### config.mk
export PLATFORM = sky130hd
export DESIGN_NAME = io_cell_cfg_sequencer
export DESIGN_NICKNAME = d
export VERILOG_FILES = /design/src/rtl/io_cell_cfg_sequencer.sv
export SDC_FILE = /design/constraint.sdc
export NUM_CORES = 1
export LEC_CHECK = 0
export BUFFER_PORTS_ARGS = -buffer_cell sky130_fd_sc_hd__buf_2
export CORE_AREA = 2 2 256 258
export CTS_BUF_LIST = sky130_fd_sc_hd__clkbuf_4 sky130_fd_sc_hd__clkbuf_8
export DETAILED_ROUTE_END_ITERATION = 10
export DIE_AREA = 0 0 258 260
export PLACE_DENSITY_LB_ADDON = 0.25
export SKIP_LAST_GASP = 1
export SLEW_MARGIN = 20
export SYNTH_ARGS = -nofsm -noshare
export SYNTH_HDL_FRONTEND = slang
export SYNTH_SLANG_ARGS = --single-unit
### constraint.sdc
create_clock -name clk -period 4.2 [get_ports clk]
set_clock_uncertainty 0.05 [all_clocks]
set_input_delay 0.21 -clock clk [delete_from_list [all_inputs] [get_ports clk]]
set_output_delay 0.21 -clock clk [all_outputs]
set_load 0.01 [all_outputs]
### src/rtl/io_cell_cfg_sequencer.sv
// IO cell configuration sequencer: software stages per-cell shadow values over a
// register port, and a commit applies them to the active bus one cell at a time.
module io_cell_cfg_sequencer #(
    parameter int                    NUM_CELLS     = 25,
    parameter int                    CONF_WIDTH    = 5,
    parameter int                    SETTLE_CYCLES = 4,
    parameter logic [CONF_WIDTH-1:0] DEFAULT_CFG   = '0
) (
    input  logic                            clk,
    input  logic                            rst_n,
    input  logic                            reg_req,
    input  logic                            reg_we,
    input  logic [5:0]                      reg_addr,
    input  logic [31:0]                     reg_wdata,
    output logic [31:0]                     reg_rdata,
    output logic                            reg_ack,
    output logic [NUM_CELLS*CONF_WIDTH-1:0] cell_cfg_o,
    output logic                            busy_o,
    output logic                            done_o
);

    localparam int                CNT_W       = (SETTLE_CYCLES > 2) ? $clog2(SETTLE_CYCLES) : 1;
    localparam logic [CNT_W-1:0]  CNT_LOAD    = CNT_W'((SETTLE_CYCLES > 0) ? SETTLE_CYCLES - 1 : 0);
    localparam logic [4:0]        LAST_IDX    = 5'(NUM_CELLS - 1);
    localparam logic [5:0]        CELLS_A     = 6'(NUM_CELLS);
    localparam logic [5:0]        ADDR_CTRL   = 6'd32;
    localparam logic [5:0]        ADDR_STATUS = 6'd33;

    typedef enum logic [1:0] {IDLE, APPLY, SETTLE} state_t;

    state_t                  state_q, state_d;
    logic [4:0]              idx_q, idx_d;
    logic [CNT_W-1:0]        cnt_q, cnt_d;
    logic                    done_q, done_d;
    logic                    apply_en, adv, last, busy;
    logic                    access, commit, shadow_wr, err_event, err_q, pending;
    logic [31:0]             read_data, status;
    logic [CONF_WIDTH-1:0]   shadow [NUM_CELLS];
    logic [CONF_WIDTH-1:0]   active [NUM_CELLS];
    logic                    wdata_unused;

    assign wdata_unused = ^reg_wdata[31:CONF_WIDTH];

    assign busy      = (state_q != IDLE);
    assign access    = reg_req && !reg_ack;
    assign commit    = access && reg_we && (reg_addr == ADDR_CTRL) && reg_wdata[0];
    assign shadow_wr = access && reg_we && (reg_addr < CELLS_A);
    assign err_event = (commit || shadow_wr) && busy;
    assign last      = (idx_q == LAST_IDX);
    assign busy_o    = busy;
    assign done_o    = done_q;

    always_comb begin
        pending = 1'b0;
        for (int unsigned k = 0; k < NUM_CELLS; k++) begin
            if (shadow[k] != active[k]) pending = 1'b1;
        end
    end

    always_comb begin
        cell_cfg_o = '0;
        for (int unsigned k = 0; k < NUM_CELLS; k++) begin
            cell_cfg_o[k*CONF_WIDTH +: CONF_WIDTH] = active[k];
        end
    end

    assign status = {19'b0, idx_q, 5'b0, err_q, pending, busy};

    always_comb begin
        read_data = '0;
        if (reg_addr < CELLS_A) begin
            read_data = 32'(shadow[reg_addr[4:0]]);
        end else if (reg_addr == ADDR_STATUS) begin
            read_data = status;
        end
    end

    always_comb begin
        state_d  = state_q;
        idx_d    = idx_q;
        cnt_d    = cnt_q;
        apply_en = 1'b0;
        done_d   = 1'b0;
        adv      = 1'b0;
        case (state_q)
            IDLE: begin
                if (commit) begin
                    state_d = APPLY;
                    idx_d   = '0;
                end
            end
            APPLY: begin
                if (shadow[idx_q] != active[idx_q]) begin
                    apply_en = 1'b1;
                    if (SETTLE_CYCLES != 0) begin
                        cnt_d   = CNT_LOAD;
                        state_d = SETTLE;
                    end else begin
                        adv = 1'b1;
                    end
                end else begin
                    adv = 1'b1;
                end
            end
            SETTLE: begin
                if (cnt_q == '0) adv = 1'b1;
                else             cnt_d = cnt_q - 1'b1;
            end
            default: state_d = IDLE;
        endcase
        // Shared exit path for unchanged cells, zero-settle builds and expired settle gaps.
        if (adv) begin
            if (last) begin
                state_d = IDLE;
                idx_d   = '0;
                done_d  = 1'b1;
            end else begin
                state_d = APPLY;
                idx_d   = idx_q + 5'd1;
            end
        end
    end

    always_ff @(posedge clk or negedge rst_n) begin
        if (!rst_n) begin
            state_q <= IDLE;
            idx_q   <= '0;
            cnt_q   <= '0;
            done_q  <= 1'b0;
        end else begin
            state_q <= state_d;
            idx_q   <= idx_d;
            cnt_q   <= cnt_d;
            done_q  <= done_d;
        end
    end

    always_ff @(posedge clk or negedge rst_n) begin
        if (!rst_n) begin
            for (int unsigned k = 0; k < NUM_CELLS; k++) active[k] <= DEFAULT_CFG;
        end else if (apply_en) begin
            active[idx_q] <= shadow[idx_q];
        end
    end

    always_ff @(posedge clk or negedge rst_n) begin
        if (!rst_n) begin
            reg_ack   <= 1'b0;
            reg_rdata <= '0;
            err_q     <= 1'b0;
            for (int unsigned k = 0; k < NUM_CELLS; k++) shadow[k] <= DEFAULT_CFG;
        end else begin
            reg_ack   <= access;
            reg_rdata <= (access && !reg_we) ? read_data : '0;
            if (shadow_wr && !busy) begin
                shadow[reg_addr[4:0]] <= reg_wdata[CONF_WIDTH-1:0];
            end
            // An error on the same edge as a STATUS read keeps err set.
            if (err_event) begin
                err_q <= 1'b1;
            end else if (access && !reg_we && reg_addr == ADDR_STATUS) begin
                err_q <= 1'b0;
            end
        end
    end

endmodule

==> results.yml <==
status:
  status: "completed"
route:
  drt-vias-per-instance: 5.05
  drc: 0
  route.met2.wl_um: 31300
  vias: 11500
  first_pass_iters: 5
  top_layer_used: "met5"
  route.met3.wl_um: 4990
  wl_met1_um: 28400
  avgRoutedWirePerCell_um: 29.5
  ant_nets: 0
  routed_wl_um: 66900
  drt_iter0_markers: 1140
placed_design:
  hpwlAfterDp_um: 51200
  place.gp.congestion: 0.962
  portBuffers: 152
  post_dp_cell_area_mm2: 0.0177
  place_inst: 2171
final_layout:
  synthToLayoutAreaGrowth_pct: 18.3
  layout-drive-gt1-share: 0.449
  fillers: 6576
  nNetsFinal: 1426
  stdcell_area_mm2: 0.0188
  stdcell_count: 2272
die:
  pin_count: 202
  die_area_mm2: 0.0671
  num_rows: 93
  core-area_mm2: 0.0641
  start_util: 0.248
  fp.dieH_um: 260
  fp.dieW_um: 258
yosys:
  ys_warn_count: 0
  yosysMostFrequentCell: "dfrtp_1"
  ys.flop_type: "dfrtp_1"
  yosysSeqAreaShare: 0.427
  synth-seq-cells: 272
  synthesis.area_mm2: 0.0159
  syn-instance-count: 1178
  synth_top_cell_by_area: "dfrtp_1"
  syn_avg_cell_area_um2: 13.5
  synth_edf_count: 0
  synthArstFlopShare: 1.00
  synthDistinctLibCells: 68
  netlist.area_leader.share: 0.427
  synthTopCellsByCount: "dfrtp_1 (272), mux2_2 (167), xor2_1 (72)"
  yosys-top-cells-area: "dfrtp_1 (43%), mux2_2 (12%), mux4_2 (9.2%)"
clock_tree:
  clkTransAtPathRegs_ps: 70
  tritoncts: "built"
  cts.sinks: 272
  cts_buffers: 53
  max-clock-path-buffers: 3
  post_cts_resized: 0
  cts_htree_levels: 2
  root_buffer: "clkbuf_8"
  clk-insertion-delay-late_ps: 640
sta:
  max_freq_mhz: 251
  finalSetupTns_ps: 0
  period_minus_slack_ps: 3990
  slew_violations: 0
  final-setup-viol-count: 0
  final_hold_viol_count: 0
  grt_setup_unrepaired: "no"
  worst_slew_pin_slew_ps: 1050
  relSlewSlack: 0.292
  hold_slack_ps: 61.5
  period_share: 0.949
min_path:
  hp-class: "input port to flop"
  hold_path_depth: 3
grt:
  grt_util_all_layers: 0.198
  overflow: 0
  grt_pass1_vias: 11600
  grt_max_degree: 90
  grt_first_pass_wirelength_um: 93600
  antenna_found_initial: 10
setup_path:
  arrival_ps: 4440
  worstPathRequired_ps: 4650
  worst-r2r-cell-count: 10
  critPathMaxFanout: 15
  cp-start-kind: "flop"
  endpoint_kind: "flop"
  worstSetupPathType: "flop to flop"
  r2r_setup_slack_ps: 210
power:
  leakage_nw: 9.28
  p_total_mw: 9.83
  irDropWorstVdd_v: 0.000318
  powerDensity_mw_per_mm2: 522
run:
  maxCapViolCount: 0
[timing repair]
action / in CTS / in global routing
hold buffers: 3 / 0
endpoints found under the hold margin: 87 / 0
setup buffers: 0 / 0
[final cells by class]
type                       instances  area [µm²]  area share
multi-input combinational        827        8570       0.455
sequential                       272        6810       0.362
timing repair buffer             208        1250      0.0663
tap                              855        1070      0.0568
clock buffer                      83        1010      0.0537
clock inverter                    13        73.8     0.00392
inverter                          12        45.0     0.00239
antenna                            2        5.00    0.000266
[worst max-delay path, stage by stage, from the launching register on]
cell,delay [ps]
dfrtp_1,630
buf_4,330
and3b_1,370
a22o_1,290
a221oi_1,360
nand3_1,200
xnor2_1,190
and4_4,180
a21boi_4,330
nand3_1,470
mux2_2,430
[sequential cells by signal, indices dropped and copies added (netlist names)]
| name | count |
|---|---|
| state_q | 2 |
| shadow | 125 |
| err_q | 1 |
| done_o | 1 |
| reg_rdata | 10 |
| cnt_q | 2 |
| reg_ack | 1 |
| cell_cfg_o | 125 |
| idx_q | 5 |
[cell usage in the layout (no fill, tap or decap), types with 9 or more instances in the layout]
cell      count
nor2b_1       9
nor2_1       16
clkbuf_4     21
mux2_4       69
ha_1         10
a22oi_1      30
mux2_1       19
inv_1        12
clkinv_2     10
buf_2       151
o21ai_0      10
mux2i_1      49
clkbuf_8     62
nor3_1        9
nand3_4      19
nor4_1       22
mux2_2      167
nand3_1      21
mux4_2       65
nand4_1      25
buf_4        49
conb_1       22
xor2_1       72
nand2_1      50
xnor2_1      56
dfrtp_1     270
[cell families after synthesis]
kind of cell             share of synthesized area
adder cells (fa/ha/maj)                    0.00786
other                                     0.000235
flip-flops                                   0.427
XOR/XNOR                                    0.0704
AO/OA/AOI/OAI                               0.0381
buffers and inverters                       0.0394
AND/OR/NAND/NOR                             0.0891
multiplexers                                 0.328
[where the power goes]
group	switching (mW)	internal, mW
registers	0.535	2.85
clock network	1.22	1.53
logic	2.22	1.47
[per-layer routing]
metal,vias to the layer above,GRT usage
met3,106,0.0426
met1,6107,0.265
met4,14,0.0686
met5,-,0
met2,496,0.317
li1,4760,-
[metrics by stage]
stage	utilization	setup slack, ps
final	0.294	215
after global routing	0.294	56.7
after CTS	0.294	248
after detailed placement	0.276	300
after global placement	0.276	316
after floorplan	-	987
[worst paths after layout]
check	to	from
worst max-delay path	cell_cfg_o[105]	idx_q[2]
worst min-delay path	shadow[2]	reg_wdata[2]
worst max register to register	cell_cfg_o[105]	idx_q[2]
worst min register to register	err_q	err_q
max in group asynchronous	reg_rdata[4]	rst_n
min in group asynchronous	cell_cfg_o[37]	rst_n
(Power assumes the default switching activity.)
